<file path="config.mk">
export PLATFORM = sky130hd
export DESIGN_NAME = imem_loader_flat
export DESIGN_NICKNAME = d
export VERILOG_FILES = /design/src/rtl/imem_loader_if.sv /design/src/rtl/imem_loader.sv /design/src/flat_wrapper.sv
export SDC_FILE = /design/constraint.sdc
export NUM_CORES = 1
export LEC_CHECK = 0
export CELL_PAD_IN_SITES_DETAIL_PLACEMENT = 0
export CELL_PAD_IN_SITES_GLOBAL_PLACEMENT = 1
export CORE_UTILIZATION = 36
export CTS_CLUSTER_DIAMETER = 150
export DETAILED_ROUTE_END_ITERATION = 16
export PLACE_DENSITY_LB_ADDON = 0.1
export SLEW_MARGIN = 25
export SYNTH_ARGS = -nofsm -noshare
export SYNTH_HDL_FRONTEND = slang
export SYNTH_SLANG_ARGS = --single-unit
</file>
<file path="constraint.sdc">
create_clock -name clk -period 3.1 [get_ports clk]
set_clock_uncertainty 0.2 [all_clocks]
set_input_delay 0.62 -clock clk [delete_from_list [all_inputs] [get_ports clk]]
set_output_delay 0.62 -clock clk [all_outputs]
set_load 0.01 [all_outputs]
</file>
<file path="src/rtl/imem_loader_if.sv">
// rtl/imem_loader_if.sv - byte stream and instruction-memory write bus bundle for imem_loader
//
// Signals:
//   in_valid  source -> loader  in_data holds a byte
//   in_data   source -> loader  stream byte
//   in_ready  loader -> source  loader accepts a byte this cycle
//   wr_en     loader -> memory  one-cycle write strobe
//   wr_addr   loader -> memory  word-aligned byte address
//   wr_data   loader -> memory  instruction word
// Modports:
//   master  byte source / memory side (drives the stream, observes the write bus)
//   slave   the loader itself
interface imem_loader_if;
    logic        in_valid;
    logic [7:0]  in_data;
    logic        in_ready;
    logic        wr_en;
    logic [31:0] wr_addr;
    logic [31:0] wr_data;

    modport master (
        output in_valid,
        output in_data,
        input  in_ready,
        input  wr_en,
        input  wr_addr,
        input  wr_data
    );

    modport slave (
        input  in_valid,
        input  in_data,
        output in_ready,
        output wr_en,
        output wr_addr,
        output wr_data
    );
endinterface

</file>
<file path="src/rtl/imem_loader.sv">
// rtl/imem_loader.sv - loads a byte-streamed program image into instruction memory, holding the core in reset until done
//
// Image format: one header byte N (word count, 1..DEPTH), then 4*N data bytes,
// each word sent MSB first. Words are written at byte addresses 0, 4, 8, ...
//
// Ports:
//   clk           system clock, rising edge
//   reset         synchronous, active-high reset
//   bus           imem_loader_if.slave: in_valid/in_data/in_ready byte stream in,
//                 wr_en/wr_addr/wr_data instruction-memory write out
//   cpu_hold      high holds the core in reset
//   done          load completed successfully
//   err           load aborted (bad header or bad checksum); sticky until reset
//   words_loaded  number of words written so far
//
// Optional build macro IMEM_LOADER_CHECKSUM_EN: after the last word one extra
// byte is accepted and compared against the XOR of all data bytes.
module imem_loader #(
    parameter int DEPTH = 64,
    parameter int CNT_W = 7
) (
    input  logic             clk,
    input  logic             reset,
    imem_loader_if.slave     bus,
    output logic             cpu_hold,
    output logic             done,
    output logic             err,
    output logic [CNT_W-1:0] words_loaded
);

    typedef enum logic [2:0] {
        S_HEADER,
        S_DATA,
        S_WRITE,
`ifdef IMEM_LOADER_CHECKSUM_EN
        S_CHECK,
`endif
        S_DONE,
        S_ERROR
    } state_t;

    state_t           state;
    logic [CNT_W-1:0] word_count;
    logic [1:0]       byte_idx;
    // Only the first three bytes of a word need storing; the fourth goes
    // straight from in_data into wr_data.
    logic [23:0]      word_buf;
    logic             accept;
    logic [CNT_W-1:0] next_count;
    logic             header_bad;
`ifdef IMEM_LOADER_CHECKSUM_EN
    logic [7:0]       csum;
`endif

    assign accept     = bus.in_valid && bus.in_ready;
    assign next_count = words_loaded + CNT_W'(1);
    assign header_bad = (bus.in_data == 8'd0) || (32'(bus.in_data) > DEPTH);

    // in_ready is registered, so every transition sets it for the state being
    // entered; a state that accepts bytes keeps re-asserting it.
    always_ff @(posedge clk) begin
        if (reset) begin
            state        <= S_HEADER;
            bus.in_ready <= 1'b0;
            bus.wr_en    <= 1'b0;
            bus.wr_addr  <= 32'd0;
            bus.wr_data  <= 32'd0;
            cpu_hold     <= 1'b1;
            done         <= 1'b0;
            err          <= 1'b0;
            words_loaded <= '0;
            word_count   <= '0;
            byte_idx     <= 2'd0;
            word_buf     <= 24'd0;
`ifdef IMEM_LOADER_CHECKSUM_EN
            csum         <= 8'd0;
`endif
        end else begin
            bus.wr_en <= 1'b0;
            case (state)
                S_HEADER: begin
                    bus.in_ready <= 1'b1;
                    if (accept) begin
                        if (header_bad) begin
                            state        <= S_ERROR;
                            bus.in_ready <= 1'b0;
                            err          <= 1'b1;
                        end else begin
                            word_count <= CNT_W'(bus.in_data);
                            state      <= S_DATA;
                        end
                    end
                end

                S_DATA: begin
                    bus.in_ready <= 1'b1;
                    if (accept) begin
                        word_buf <= {word_buf[15:0], bus.in_data};
`ifdef IMEM_LOADER_CHECKSUM_EN
                        csum     <= csum ^ bus.in_data;
`endif
                        if (byte_idx == 2'd3) begin
                            byte_idx     <= 2'd0;
                            bus.in_ready <= 1'b0;
                            bus.wr_en    <= 1'b1;
                            bus.wr_addr  <= {{(30 - CNT_W){1'b0}}, words_loaded, 2'b00};
                            bus.wr_data  <= {word_buf, bus.in_data};
                            state        <= S_WRITE;
                        end else begin
                            byte_idx <= byte_idx + 2'd1;
                        end
                    end
                end

                S_WRITE: begin
                    words_loaded <= next_count;
                    if (next_count == word_count) begin
`ifdef IMEM_LOADER_CHECKSUM_EN
                        state        <= S_CHECK;
                        bus.in_ready <= 1'b1;
`else
                        state        <= S_DONE;
                        bus.in_ready <= 1'b0;
                        done         <= 1'b1;
                        cpu_hold     <= 1'b0;
`endif
                    end else begin
                        state        <= S_DATA;
                        bus.in_ready <= 1'b1;
                    end
                end

`ifdef IMEM_LOADER_CHECKSUM_EN
                S_CHECK: begin
                    bus.in_ready <= 1'b1;
                    if (accept) begin
                        bus.in_ready <= 1'b0;
                        if (bus.in_data == csum) begin
                            state    <= S_DONE;
                            done     <= 1'b1;
                            cpu_hold <= 1'b0;
                        end else begin
                            state <= S_ERROR;
                            err   <= 1'b1;
                        end
                    end
                end
`endif

                S_DONE: begin
                    bus.in_ready <= 1'b0;
                end

                S_ERROR: begin
                    bus.in_ready <= 1'b0;
                end

                default: begin
                    state        <= S_ERROR;
                    bus.in_ready <= 1'b0;
                    err          <= 1'b1;
                end
            endcase
        end
    end

endmodule

</file>
<file path="src/flat_wrapper.sv">
// flat-port wrapper written by rule: the top's interface ports become plain ports
module imem_loader_flat 
#(
    parameter int DEPTH = 64,
    parameter int CNT_W = 7
)
  (clk, reset, cpu_hold, done, err, words_loaded, bus_in_valid, bus_in_data, bus_in_ready, bus_wr_en, bus_wr_addr, bus_wr_data);
  imem_loader_if bus_i ();
  input  logic clk;
  input  logic reset;
  output logic cpu_hold;
  output logic done;
  output logic err;
  output logic [CNT_W-1:0] words_loaded;
  input wire logic [$bits(bus_i.in_valid)-1:0] bus_in_valid;
  input wire logic [$bits(bus_i.in_data)-1:0] bus_in_data;
  output wire logic [$bits(bus_i.in_ready)-1:0] bus_in_ready;
  output wire logic [$bits(bus_i.wr_en)-1:0] bus_wr_en;
  output wire logic [$bits(bus_i.wr_addr)-1:0] bus_wr_addr;
  output wire logic [$bits(bus_i.wr_data)-1:0] bus_wr_data;
  assign bus_i.in_valid = bus_in_valid;
  assign bus_i.in_data = bus_in_data;
  assign bus_in_ready = bus_i.in_ready;
  assign bus_wr_en = bus_i.wr_en;
  assign bus_wr_addr = bus_i.wr_addr;
  assign bus_wr_data = bus_i.wr_data;
  imem_loader #(.DEPTH(DEPTH), .CNT_W(CNT_W)) u_core (.clk(clk), .reset(reset), .bus(bus_i), .cpu_hold(cpu_hold), .done(done), .err(err), .words_loaded(words_loaded));
endmodule
</file>
-- Yosys cells after proc, flatten, opt, wreduce, memory -nomap -nowiden
Cells that the tools add are included.
- input port bits: 11
- word-level logic and storage cells: 60
- register bits after elaboration: 87
- output and inout bits: 76
- add/subtract/negate cells: 2
- order comparisons: 1
- equality and inequality tests: 10
- muxes and demuxes: 17
- reductions and logical operators: 13
- bitwise gates (word level): 5
- operator list (cell ; count):
    3-bit 2-to-1 mux ; 4
    3-bit case mux with 4 select lines ; 1
    3-bit AND reduction ; 3
    8-bit by 7-bit greater-than comparator with 1-bit output (second input constant) ; 1
    8-bit zero test ; 1
    1-bit 2-to-1 mux ; 8
    2-bit by 1-bit inequality test with 1-bit output (second input constant) ; 4
    7-bit by 1-bit adder with 7-bit output (second input constant) ; 1
    7-bit == test ; 1
    3-bit by 2-bit == test with 1-bit output (second input constant) ; 2
    1-bit NOT ; 5
    2-bit 2-to-1 mux ; 2
    2-bit AND reduction ; 2
    4-bit AND reduction ; 1
    4-bit OR reduction ; 1
    3-bit by 1-bit == test with 1-bit output (second input constant) ; 1
    3-bit == test (second input constant) ; 1
    3-bit zero test ; 1
    1-bit case mux with 3 select lines ; 1
    3-bit OR reduction ; 1
    2-bit by 1-bit adder with 2-bit output (second input constant) ; 1
    2-bit == test (second input constant) ; 1
    1-bit case mux with 2 select lines ; 1
    2-bit OR reduction ; 1
    other kinds (2) ; 2

-- Logic depth before layout (Yosys ltp)
- depth after elaboration: 5
- gate-level depth with buffers: 7
- depth with buffers taken out: 6

-- Worst setup path before layout
Ideal clock, no wire load.
- path kind: reg2reg
- start point: reg u_core.words_loaded[0]
- end point: reg u_core.cpu_hold
- data required time: 2783 ps
- stages on the path, launching flop included: 7
- library setup time: 117 ps
- buffers on the path: 0
- arrival: 1986 ps
- clock period less this slack: 2303 ps
- path slack: 797 ps
- path through: dfxtp_1 > ha_1 > nand3_1 > or2_2 > xnor2_1 > or4_4 > o22a_1
- cells in the longest elaborated chain, start to end: 3
- ends and longest elaborated chain (element ; RTL line ; text):
    from (decl) ; imem_loader.sv:28 ; output logic [CNT_W-1:0] words_loaded
    from (signal assigned) ; imem_loader.sv:116 ; words_loaded <= next_count;
    7-bit by 1-bit adder with 7-bit output ; imem_loader.sv:56 ; assign next_count = words_loaded + CNT_W'(1);
    7-bit == test ; imem_loader.sv:117 ; if (next_count == word_count) begin
    2-bit AND reduction (no line) ; n/a ;
    to (signal assigned) ; imem_loader.sv:68 ; cpu_hold <= 1'b1;
    to (signal assigned) ; imem_loader.sv:125 ; cpu_hold <= 1'b0;
    to (decl) ; imem_loader.sv:25 ; output logic cpu_hold,
No other way between the ends.
A chain may end at the register's enable or synchronous reset.

-- Worst setup path after layout
- start point: in bus_in_data[0]
- end point: reg u_core.word_count[3]
- cells in the longest elaborated chain, start to end: 4
- elaborated cells on any way between the ends: 5
- classes of those cells: order compare (1); bitwise (1); reduce/logical (3)
- ends and longest elaborated chain (element ; RTL line ; text):
    from (decl) ; flat_wrapper.sv:16 ; input wire logic [$bits(bus_i.in_data)-1:0] bus_in_data;
    8-bit by 7-bit greater-than comparator with 1-bit output or 8-bit zero test (tied branches) ; imem_loader.sv:57 ; assign header_bad = (bus.in_data == 8'd0) || (32'(bus.in_data) > DEPTH);
    1-bit logical OR (*) ; imem_loader.sv:57 ;
    1-bit NOT (no line) (*) ; n/a ;
    3-bit AND reduction (no line) (*) ; n/a ;
    to (signal assigned) ; imem_loader.sv:89 ; word_count <= CNT_W'(bus.in_data);
    to (decl) ; imem_loader.sv:43 ; logic [CNT_W-1:0] word_count;
Mark *: on every way between the ends. The rest lies on a longest branch, timed or not.

==> impl_metrics.json <==
{
  "num_vias": 2899,
  "synth_xor_area_share_pct": 2.49,
  "postRouteAntennaNets": 0,
  "wl_per_cell_um": 12.9,
  "drt_drc_violations_left": 0,
  "path_class": "primary input to flip-flop",
  "grt_usage_pct": 17.1,
  "die_h_um": 101,
  "hold_viol_final": 0,
  "yosys.area_share.adder_pct": 0.712,
  "cts_sinks": 87,
  "gp_congestion": 0.809,
  "rsz0062_at_grt": "no",
  "antenna_found_initial": 0,
  "synth_most_common_cell": "nand2_1",
  "routed_wl_um": 8060,
  "route.met3.wl_um": 317,
  "end_kind": "flip-flop",
  "cts_buffers": 9,
  "ys_top_cells_by_count": "nand2_1 (135), dfxtp_1 (87), a21oi_1 (72)",
  "m1WireLength_um": 4130,
  "ir_worst_vdd_v": 0.000226,
  "period_minus_slack_ns": 2.48,
  "synth_top_area_share_pct": 49.6,
  "p_leak_nw": 1.49,
  "postSynth.asyncResetShare_pct": 0,
  "cp.required_ns": 3.11,
  "synth-compound-area-share_pct": 14.1,
  "cts_resized": 0,
  "critPathMaxFanout": 8,
  "drtPass1Iterations": 4,
  "io_pins": 87,
  "netlist_area_um2": 3510,
  "ys_types": 42,
  "fin_nets": 502,
  "place_area_um2": 4170,
  "syn_to_final_growth_pct": 23.9,
  "clock_path_buffers": 2,
  "overflow": 0,
  "muxShareOfSynthArea_pct": 2.28,
  "htree_levels": 3,
  "worst_pin_slew_ns": 0.717,
  "design_area_um2": 4350,
  "grt_pass1_vias": 2727,
  "num_rows": 35,
  "whs_ns": 0.248,
  "wl_met2_um": 3500,
  "io_buffers": 61,
  "synth_edf_count": 0,
  "yosys.area.top_type": "dfxtp_1",
  "dr.first_iter.drc_count": 121,
  "synth-simple-area-share_pct": 22.0,
  "hold_class": "flip-flop to flip-flop",
  "slew_violations": 0,
  "cts_hold_buffers": 0,
  "synth_seq_cells": 87,
  "setup_violations": 0,
  "multiInputGateArea_um2": 1560,
  "dieArea_um2": 10200,
  "regArea_um2": 1740,
  "antenna_cells": 0,
  "grt_max_degree": 39,
  "crit_arrival_ns": 2.49,
  "relSlewSlack_pct": 52.2,
  "path_clk_slew_ns": 0.10,
  "status": "complete, no violations",
  "root_buffer": "clkbuf_8",
  "synth_top_family_by_area": "simple AND/OR/NAND/NOR gates",
  "fin_tns_setup_ns": 0,
  "vias_per_cell": 4.65,
  "cap_violations": 0,
  "top_layer": "met4",
  "synth_area_per_cell_um2": 8.10,
  "layoutNonFillerInstCount": 623,
  "synth-main-ff-cell": "dfxtp_1",
  "drive_above_1_share_pct": 6.88,
  "period_share_pct": 80.0,
  "fmax_mhz": 403,
  "pwr_density_cell_nw_per_um2": 451,
  "cp-start-kind": "primary input",
  "hpwl_um": 5410,
  "insertion_delay_ns": 0.35,
  "yosysWarningCount": 0,
  "post_cts_buffers": 0,
  "synth_area_leaders": "dfxtp_1 (50%), nand2_1 (14%), a21oi_1 (10%), buf_4 (5.8%), mux2i_1 (2.3%)",
  "cts_tree": "done",
  "initial_utilization_pct": 37.7,
  "grt_pass1_wl_um": 13600,
  "placedCellCount": 607,
  "nFillCells": 978,
  "synthCells": 434,
  "coreArea_um2": 9330,
  "ys_seq_area_share_pct": 49.6,
  "dieWidth_um": 101
}
[registers in the layout (all words and copies together), names as in the netlist]
| name | count |
|---|---|
| u_core.bus.wr_addr | 7 |
| u_core.bus.in_ready | 1 |
| u_core.bus.wr_en | 1 |
| u_core.byte_idx | 2 |
| u_core.cpu_hold | 1 |
| u_core.done | 1 |
| u_core.word_buf | 24 |
| u_core.err | 1 |
| u_core.words_loaded | 7 |
| u_core.state | 3 |
| u_core.bus.wr_data | 32 |
| u_core.word_count | 7 |
[final cells by class]
cell class,count,share of cell area [%]
clock inverter,6,1.24
clock buffer,10,2.93
sequential,87,40.0
multi-input combinational,318,35.8
inverter,3,0.259
timing repair buffer,70,16.0
tap,129,3.71
[through the flow]
| step | util, % | total power (W) | setup WS [ns] |
|---|---|---|---|
| 2_1_floorplan | - | 0.00123 | 0.797 |
| 3_3_place_gp | 44.7 | 0.00125 | 0.358 |
| 3_5_place_dp | 44.7 | 0.00125 | 0.290 |
| 4_1_cts | 46.7 | 0.00198 | 0.643 |
| 5_1_grt | 46.7 | 0.00204 | 0.432 |
| 6_report | 46.7 | 0.00196 | 0.620 |
[layout by cell type, fill, tap and decap left out, drive strengths merged, types with 3 or more instances in the layout]
cell type / synthesis / layout
nand3: 4 / 4
mux2i: 8 / 8
a21o: 3 / 3
xnor2: 4 / 4
clkbuf: 19 / 10
xor2: 6 / 6
or3: 4 / 4
conb: 1 / 25
a21oi: 73 / 73
buf: 31 / 10
o21ai: 9 / 9
nor2: 21 / 21
clkdlybuf4s50: 0 / 60
dfxtp: 87 / 87
nand2: 135 / 135
inv: 3 / 6
[metal layers]
metal	track usage, %	vias up
met2	26.8	69
li1	-	1482
met1	23.3	1339
met3	3.33	9
met4	6.47	0
met5	0	-
[report_power, final]
group          switching (W)  leakage [nW]  internal [W]
Combinational      0.0000587         0.699     0.0000319
Clock               0.000434        0.0894      0.000306
Sequential        0.00000782         0.701       0.00112
[final timing paths]
path / slack [ns] / depth (start not counted) / end / start
hold reg to reg: 0.25 / 2 / u_core.bus.wr_data[30] / u_core.word_buf[22]
setup reg to reg: 0.64 / 6 / u_core.cpu_hold / u_core.words_loaded[0]
hold / removal: 0.25 / 2 / u_core.bus.wr_data[30] / u_core.word_buf[22]
setup / recovery: 0.62 / 6 / u_core.word_count[3] / bus_in_data[0]
[worst max-delay path: stages]
cell and delay (ns):
clkdlybuf4s50_1 0.47, nor4_1 0.41, nand3_1 0.17, a21oi_2 0.51
mux2i_1 0.25, nor2_1 0.05
[cell families (layout without fill, tap and decap cells)]
kind of cell	after synthesis	in the layout
AO/OA/AOI/OAI	92	92
XOR/XNOR	10	10
adder cells (fa/ha/maj)	2	2
buffers and inverters	53	89
flip-flops	87	87
multiplexers	8	8
other	1	25
AND/OR/NAND/NOR	181	181
Power figures use the tool's default switching activity.
